==> config.mk <==
export PLATFORM = sky130hd
export DESIGN_NAME = count_timer
export DESIGN_NICKNAME = d
export VERILOG_FILES = /design/src/rtl/count_timer_pkg.sv /design/src/rtl/count_prescaler.sv /design/src/rtl/count_timer.sv
export SDC_FILE = /design/constraint.sdc
export NUM_CORES = 1
export LEC_CHECK = 0
export CORE_AREA = 2 2 132 134
export CTS_BUF_LIST = sky130_fd_sc_hd__clkbuf_8
export DETAILED_ROUTE_END_ITERATION = 10
export DIE_AREA = 0 0 134 136
export PLACE_DENSITY = 0.84
export SYNTH_ARGS = -nofsm -noshare
export SYNTH_HDL_FRONTEND = slang
export SYNTH_SLANG_ARGS = --single-unit
==> constraint.sdc <==
create_clock -name clk -period 3.4 [get_ports clk]
set_input_delay 0.68 -clock clk [delete_from_list [all_inputs] [get_ports clk]]
set_output_delay 0.68 -clock clk [all_outputs]
set_load 0.1 [all_outputs]
==> src/rtl/count_timer_pkg.sv <==
// Shared definitions for the count_timer timebase: operating mode encodings.
package count_timer_pkg;

  typedef enum logic [1:0] {
    MODE_FREE     = 2'b00,
    MODE_PERIODIC = 2'b01,
    MODE_ONESHOT  = 2'b10,
    MODE_UPDOWN   = 2'b11
  } mode_e;

endpackage

==> src/rtl/count_prescaler.sv <==
// Clock prescaler: tick is high on every (prescale+1)-th enabled clock.
module count_prescaler #(
  parameter int unsigned PW = 8
) (
  input  logic          clk,
  input  logic          reset_n,
  input  logic          enable,
  input  logic          clear,
  input  logic [PW-1:0] prescale,
  output logic          tick
);

  logic [PW-1:0] presc_cnt;

  assign tick = enable && (presc_cnt == prescale);

  always_ff @(posedge clk or negedge reset_n) begin
    if (!reset_n) begin
      presc_cnt <= '0;
    end else if (clear || tick) begin
      presc_cnt <= '0;
    end else if (enable) begin
      presc_cnt <= presc_cnt + 1'b1;
    end
  end

endmodule

==> src/rtl/count_timer.sv <==
// Up/up-down timer with prescaler, NCMP compare channels and FREE/PERIODIC/ONESHOT/UPDOWN modes.
module count_timer
  import count_timer_pkg::*;
#(
  parameter int unsigned BIN  = 32,
  parameter int unsigned NCMP = 2,
  parameter int unsigned PW   = 8
) (
  input  logic                clk,
  input  logic                reset_n,
  input  logic                enable,
  input  logic                sw_clear,
  input  logic                load,
  input  logic [BIN-1:0]      load_value,
  input  logic [1:0]          mode,
  input  logic [PW-1:0]       prescale,
  input  logic [NCMP*BIN-1:0] match_value,
  output logic [BIN-1:0]      oCounter,
  output logic [NCMP-1:0]     match,
  output logic                ovf,
  output logic                running,
  output logic                dir
);

  mode_e           cur_mode;
  logic            done;
  logic            tick;
  logic [BIN-1:0]  mv0;
  logic [BIN-1:0]  up_step;
  logic [BIN-1:0]  dn_step;
  logic [BIN-1:0]  next_count;
  logic            next_dir;
  logic            next_done;
  logic            next_ovf;
  logic [NCMP-1:0] hit;

  assign cur_mode = mode_e'(mode);
  assign mv0      = match_value[BIN-1:0];
  assign up_step  = oCounter + 1'b1;
  assign dn_step  = oCounter - 1'b1;
  assign running  = enable && !done;

  count_prescaler #(.PW(PW)) u_prescaler (
    .clk      (clk),
    .reset_n  (reset_n),
    .enable   (enable && !done),
    .clear    (sw_clear || load),
    .prescale (prescale),
    .tick     (tick)
  );

  always_comb begin
    next_count = oCounter;
    next_dir   = dir;
    next_done  = done;
    next_ovf   = 1'b0;
    case (cur_mode)
      MODE_FREE: begin
        next_count = up_step;
        next_ovf   = &oCounter;
      end
      MODE_PERIODIC: begin
        if (oCounter == mv0) begin
          next_count = '0;
          next_ovf   = 1'b1;
        end else begin
          next_count = up_step;
          next_ovf   = &oCounter;
        end
      end
      MODE_ONESHOT: begin
        if (oCounter == mv0) begin
          next_done = 1'b1;
        end else begin
          next_count = up_step;
          next_done  = (up_step == mv0);
        end
      end
      MODE_UPDOWN: begin
        // Anything not strictly below the limit while rising is treated as the down leg,
        // which also covers mv0 being lowered under the count and the mv0==0 hold.
        if (dir && (oCounter < mv0)) begin
          next_count = up_step;
          if (up_step == mv0) next_dir = 1'b0;
        end else if (oCounter == '0) begin
          next_count = '0;
          next_dir   = 1'b1;
          next_ovf   = 1'b1;
        end else begin
          next_count = dn_step;
          next_dir   = (dn_step == '0);
          next_ovf   = (dn_step == '0);
        end
      end
    endcase
  end

  for (genvar i = 0; i < NCMP; i++) begin : g_cmp
    assign hit[i] = tick && (next_count == match_value[i*BIN +: BIN]);
  end

  always_ff @(posedge clk or negedge reset_n) begin
    if (!reset_n) begin
      oCounter <= '0;
      match    <= '0;
      ovf      <= 1'b0;
      dir      <= 1'b1;
      done     <= 1'b0;
    end else if (sw_clear || load) begin
      oCounter <= sw_clear ? '0 : load_value;
      match    <= '0;
      ovf      <= 1'b0;
      dir      <= 1'b1;
      done     <= 1'b0;
    end else begin
      match <= hit;
      ovf   <= tick && next_ovf;
      if (tick) begin
        oCounter <= next_count;
        dir      <= next_dir;
        done     <= next_done;
      end
    end
  end

endmodule

* After elaboration in Yosys (flattened, before gate mapping)
Cells that the tools add are included.
** Operators by class
- Add/sub/neg operators :: 3
- Multipliers :: 0
- Div/mod/pow operators :: 0
- Magnitude comparators :: 1
- Equal/unequal tests :: 9
- Shift-type cells :: 0
- Multiplexer cells :: 25
- Bitwise operators :: 0
- Reduce and logical (&&, ||, !) cells :: 19
** Operator list (number)
- 32-bit two-way mux :: 7
- 32-bit equality test :: 4
- 32-bit case mux with 4 select lines :: 1
- 32-bit logical NOT :: 2
- 32-bit by 1-bit adder with 32-bit output (second input constant) :: 1
- 32-bit < comparator :: 1
- 32-bit AND reduction :: 1
- 32-bit by 1-bit subtractor with 32-bit output (second input constant) :: 1
- 8-bit two-way mux :: 2
- 1-bit two-way mux :: 13
- 8-bit by 1-bit adder with 8-bit output (second input constant) :: 1
- 8-bit equality test :: 1
- 2-bit nonzero test :: 4
- 1-bit logical AND :: 6
- 2-bit equality test (second input constant) :: 2
- 3-bit by 2-bit != test with 1-bit output (second input constant) :: 1
- 1-bit case mux with 3 select lines :: 1
- 3-bit AND reduction :: 1
- 2-bit by 1-bit equality test with 1-bit output (second input constant) :: 1
- 2-bit logical NOT :: 1
- 1-bit logical OR :: 2
- 2-bit two-way mux :: 1
- 2-bit AND reduction :: 1
- 1-bit logical NOT :: 1
** Word-level totals
- Bits in registers :: 45
- Bits in latches :: 0
- Bits in writable memories :: 0
- Bits in read-only memories :: 0
- Input bits :: 111
- Output and inout port bits :: 37
- Logic and storage cells :: 63
- Memories kept :: 0

* Logic depth before layout (Yosys ltp)
- Word-level depth :: 7
- Depth in mapped cells :: 18
- Depth with buffers taken out :: 16

* Modules after synthesis
Synthesis repeated with hierarchy kept, for this count alone.
** Second synthesis, totals
- Cells, all modules :: 1013
- Area, all modules :: 7352.1 µm²
** Modules (own cells, without submodules)
- count_timer :: instances 1, cells an instance 965, area each 6856.6 µm², sequential area each 927.1 µm²
- count_prescaler :: instances 1, cells an instance 48, area each 495.5 µm², sequential area each 200.2 µm²

* Worst setup path after synthesis
Ideal clock, no wire load.
- Path type :: register -> register
- Start :: register oCounter[0]
- End :: register match[0]
- Library setup time :: 68 ps
- Data arrival time :: 4072 ps
- Required time :: 3332 ps
- Slack :: -740 ps
- Cell stages (with the launch flop) :: 18
- Buffers on the path :: 4
- Clock period less this slack :: 4140 ps
- Cells stage by stage :: dfrtp_1 buf_2 inv_1 ha_1 nand4_1 nor4_1 and2_1 buf_4 inv_2 a21o_1 a31oi_2 buf_4 buf_6 o211ai_1 xnor2_1 a2111o_1 a2111oi_0 and4_1
** On the way
- Longest elaborated chain between the ends :: 7
- Elaborated cells between the ends (all ways) :: 14
- Those cells by class :: add/sub (2); order compare (1); eq/ne (2); mux (6); reduce/logical (3)
** Ends and longest elaborated chain
- from (decl) :: line count_timer.sv:18 : output logic [BIN-1:0] oCounter,
- from (signal assigned) :: line count_timer.sv:110 : oCounter <= sw_clear ? '0 : load_value;
- from (signal assigned) :: line count_timer.sv:119 : oCounter <= next_count;
- 32-bit by 1-bit subtractor with 32-bit output (tied with other cells) :: line count_timer.sv:40 : assign dn_step = oCounter - 1'b1;
- 32-bit two-way mux or 1-bit logical AND (tied branches) :: line count_timer.sv:85, count_timer.sv:82
- 32-bit two-way mux :: line count_timer.sv:82 : if (dir && (oCounter < mv0)) begin
- 32-bit case mux with 4 select lines (*) :: line count_timer.sv:57 : case (cur_mode)
- 32-bit equality test (*) :: line count_timer.sv:99 : assign hit[i] = tick && (next_count == match_value[i*BIN +: BIN]);
- 1-bit logical AND (*) :: line count_timer.sv:99
- 2-bit two-way mux (*) :: line count_timer.sv:109 : end else if (sw_clear || load) begin
- to (signal assigned) :: line count_timer.sv:116 : match <= hit;
- to (decl) :: line count_timer.sv:19 : output logic [NCMP-1:0] match,
Mark *: on every way between the ends. The rest lies on a longest branch, timed or not.
A chain may end at the register's enable or synchronous reset.

* Worst setup path after layout
- Start :: register oCounter[23]
- End :: register match[1]
The elaborated chain is that of the path after synthesis.

==> impl_metrics.json <==
{
  "status": "complete, but fails checks",
  "violations": "negative setup slack",
  "crit_path_end_kind": "flop",
  "vias": 11660,
  "die-area_um2": 18220,
  "grt_use_total_pct": 48.85,
  "grt_pass1_wl_um": 65990,
  "grt_antenna_before_repair": 1,
  "synth_edf_count": 0,
  "multi_input_area_um2": 7288,
  "place.gp.congestion": 1.142,
  "synth_cells": 1027,
  "setup_viol": 17,
  "grt_max_degree": 60,
  "drive_above_1_share_pct": 49.02,
  "slew_viol_final": 0,
  "startpoint": "oCounter[23]$_DFFE_PN0N_",
  "fp.dieW_um": 134,
  "worst_setup_path_start_kind": "flop",
  "final_core_util_pct": 82.24,
  "fin_crit_ps": 3854,
  "finClkSkew_ps": 22.05,
  "cts_buffers": 5,
  "ys_seq_area_share_pct": 15.28,
  "reg2reg_depth": 15,
  "worst_slew_pin_slew_ps": 758.9,
  "rows": 48,
  "dp_hpwl_um": 34370,
  "setup_ws_ps": -453.8,
  "nets": 1682,
  "fin_area_um2": 13880,
  "cp.required_ps": 3680,
  "syn-num-nets": 1176,
  "path_max_fanout": 3,
  "path_class": "flop to flop",
  "rsz0062_at_grt": "true",
  "port_buffers": 147,
  "seq_area_um2": 1177,
  "drt_iter0_drc": 1929,
  "p_switching_w": 0.001382,
  "wl_um": 47800,
  "firstDrtPassIters": 9,
  "clkSinkCount": 45,
  "max_slew_margin_pct": 49.40,
  "yosysWarnings": 0,
  "syn_to_final_growth_pct": 88.08,
  "dieHeight_um": 136,
  "post-route-period-util_pct": 113.3,
  "synthArstFlopShare_pct": 100.0,
  "r2r_end": "match[1]$_DFF_PN0_",
  "irDropWorstVdd_v": 0.0002453,
  "placed_area_um2": 11380,
  "clk_latency_ps": 350,
  "drv_cap": 0,
  "p_seq_share_pct": 19.2,
  "dp.cells": 1668,
  "start_util_pct": 43.73,
  "detail-route-antenna-nets": 0,
  "clock_path_buffers": 2,
  "crit_end": "match[1]$_DFF_PN0_",
  "route.detailed.drc": 0,
  "hold_violations": 0,
  "synth.avg_cell_area_um2": 7.186,
  "vias_per_cell": 6.626,
  "power.density_nw_per_um2": 222.0,
  "htree_num_levels": 2,
  "worstReg2RegStart": "oCounter[23]$_DFFE_PN0N_",
  "syn-cell-area_um2": 7380,
  "clkPwrFrac_pct": 18.1,
  "cts_root_buf": "clkbuf_8",
  "hold_buffers": 0,
  "p_sw_share_pct": 44.86,
  "path_clk_slew_ps": 130,
  "internal-power_w": 0.001699,
  "tritoncts": "yes",
  "synth_ff_type": "dfrtp_1",
  "grt_pass1_vias": 10890,
  "fin_cells": 1760,
  "io_pins": 148,
  "power_leakage_nw": 5.768,
  "fillers": 1053,
  "fmax_mhz": 259.5,
  "r2r_setup_slack_ps": -450,
  "grt-ovfl-total": 0,
  "finalSetupTns_ps": -2716,
  "synth-seq-cells": 45,
  "hold_path_class": "primary input to asynchronous set/reset pin",
  "post-place-ws_ps": -1640,
  "critPathArrivalTime_ps": 4140,
  "ys_types": 92,
  "core_um2": 16880,
  "routedWlPerCell_um": 27.16,
  "comb_power_share_pct": 62.7
}
worst max-delay path, stage by stage (launching register included):
cell	delay [ps]
dfrtp_4	520
ha_4	280
buf_4	100
nand2_1	60
o21ai_0	490
a2bb2oi_4	140
and2_4	190
buf_6	120
buf_4	140
a21oi_1	380
o32ai_2	200
xnor2_1	280
a2111oi_4	290
nand4_1	130
nor4_1	260
and4_1	210
cell usage in the layout, fill, tap and decap left out, types with 8 or more instances in the layout:
master	netlist	layout
dfrtp_2	0	28
ha_1	38	9
o211ai_1	10	10
buf_12	0	10
nor2_1	116	105
nor3_1	38	31
xor2_1	28	18
a211oi_2	0	11
clkdlybuf4s50_1	0	76
xnor2_2	1	22
nor4_4	3	8
nand3_1	38	31
inv_2	1	28
o21ai_1	8	12
a21oi_1	75	63
nand4_1	31	31
and4_1	11	9
a31oi_1	15	11
xnor2_1	96	75
and3_1	13	11
buf_6	2	50
o21ai_0	32	24
buf_2	13	12
buf_4	4	399
dfrtp_1	44	12
o22ai_1	19	15
nand2_1	86	81
ha_4	0	29
a211oi_1	27	14
dlygate4sd2_1	0	9
nor4_1	23	13
a21oi_2	0	8
inv_1	54	25
how the worst min path moves through the flow:
stage	start	to	slack (ps)	cells past startpoint
2_1_floorplan	reset_n	done$_DFFE_PN0P_	380	0
3_3_place_gp	done$_DFFE_PN0P_	done$_DFFE_PN0P_	540	2
3_5_place_dp	u_prescaler.presc_cnt[7]$_DFFE_PN0P_	u_prescaler.presc_cnt[7]$_DFFE_PN0P_	580	2
4_1_cts	reset_n	oCounter[13]$_DFFE_PN0N_	280	1
5_1_grt	reset_n	oCounter[13]$_DFFE_PN0N_	280	1
6_report	reset_n	oCounter[13]$_DFFE_PN0N_	260	1
registers in the layout (all words and copies together), names as in the netlist:
register               flops
dir                        1
done                       1
match                      2
oCounter                  32
ovf                        1
u_prescaler.presc_cnt      8
layer usage:
| layer | share of wire [%] | GRT usage [%] |
|---|---|---|
| met2 | 42 | 74.96 |
| met1 | 35 | 60.43 |
| met4 | 8.3 | 28.55 |
| met3 | 14 | 15.10 |
| met5 | 0.061 | 0 |
cell families after synthesis:
| family | synth area share (%) |
|---|---|
| muxes | 0.4069 |
| and+or+nand+nor | 28.62 |
| buffers and inverters | 7.002 |
| AOI/OAI and AO/OA | 26.70 |
| DFF | 15.28 |
| xor gates and xnor gates | 15.55 |
| adders and majority gates | 6.443 |
repair_timing:
item | 4_1_cts | 5_1_grt
buffers inserted | 61 | 30
setup endpoints to repair | 36 | 31
resized for setup | 292 | 135
cloned | 3 | 0
pin swaps | 91 | 76
synthesized netlist by cell type, types with 5 or more instances:
cell type / count / share of area [%]
nor4_1: 23 / 1.9
nand4_1: 31 / 2.6
nand2_1: 86 / 4.4
nor3_1: 38 / 2.6
a2111oi_0: 5 / 0.59
a21oi_1: 75 / 5.1
ha_1: 38 / 6.4
and3_1: 13 / 1.1
a21o_1: 6 / 0.61
o211ai_1: 10 / 1.0
inv_1: 54 / 2.7
or3_1: 8 / 0.68
o2111ai_1: 5 / 0.59
nor2_1: 116 / 5.9
buf_2: 13 / 0.88
o221ai_1: 5 / 0.59
xnor2_1: 96 / 11
o21ai_0: 32 / 2.2
and2_1: 6 / 0.51
o22ai_1: 19 / 1.6
and4_1: 11 / 1.3
xor2_1: 28 / 3.3
or4_1: 6 / 0.61
dfrtp_1: 44 / 15
a31oi_1: 15 / 1.3
nand3_1: 38 / 2.6
a22oi_1: 8 / 0.81
a211oi_1: 27 / 2.7
clkbuf_1: 49 / 2.5
o21ai_1: 8 / 0.54
o21a_1: 5 / 0.51
layout make-up:
type	instances	area share [%]
timing repair buffer	569	34.45
inverter	55	1.523
sequential	45	8.483
clock buffer	5	0.4958
clock inverter	3	0.4958
antenna	1	0.01803
multi-input combinational	857	52.51
tap	225	2.028
through the flow:
stage          hold WS, ps  total power, W
6_report             262.8        0.003081
5_1_grt              283.5        0.003137
4_1_cts              276.9        0.002885
3_5_place_dp         575.1        0.002124
3_3_place_gp         542.0        0.002117
2_1_floorplan        384.4        0.001341
power by group through the flow:
stage	Clock [W]	Sequential, W	Combinational [W]
after floorplan	0	0.000750	0.000591
after global placement	0	0.000588	0.00153
after detailed placement	0	0.000588	0.00154
after CTS	0.000554	0.000589	0.00174
after global routing	0.000568	0.000593	0.00198
final	0.000558	0.000592	0.00193
Power figures use the tool's default switching activity.
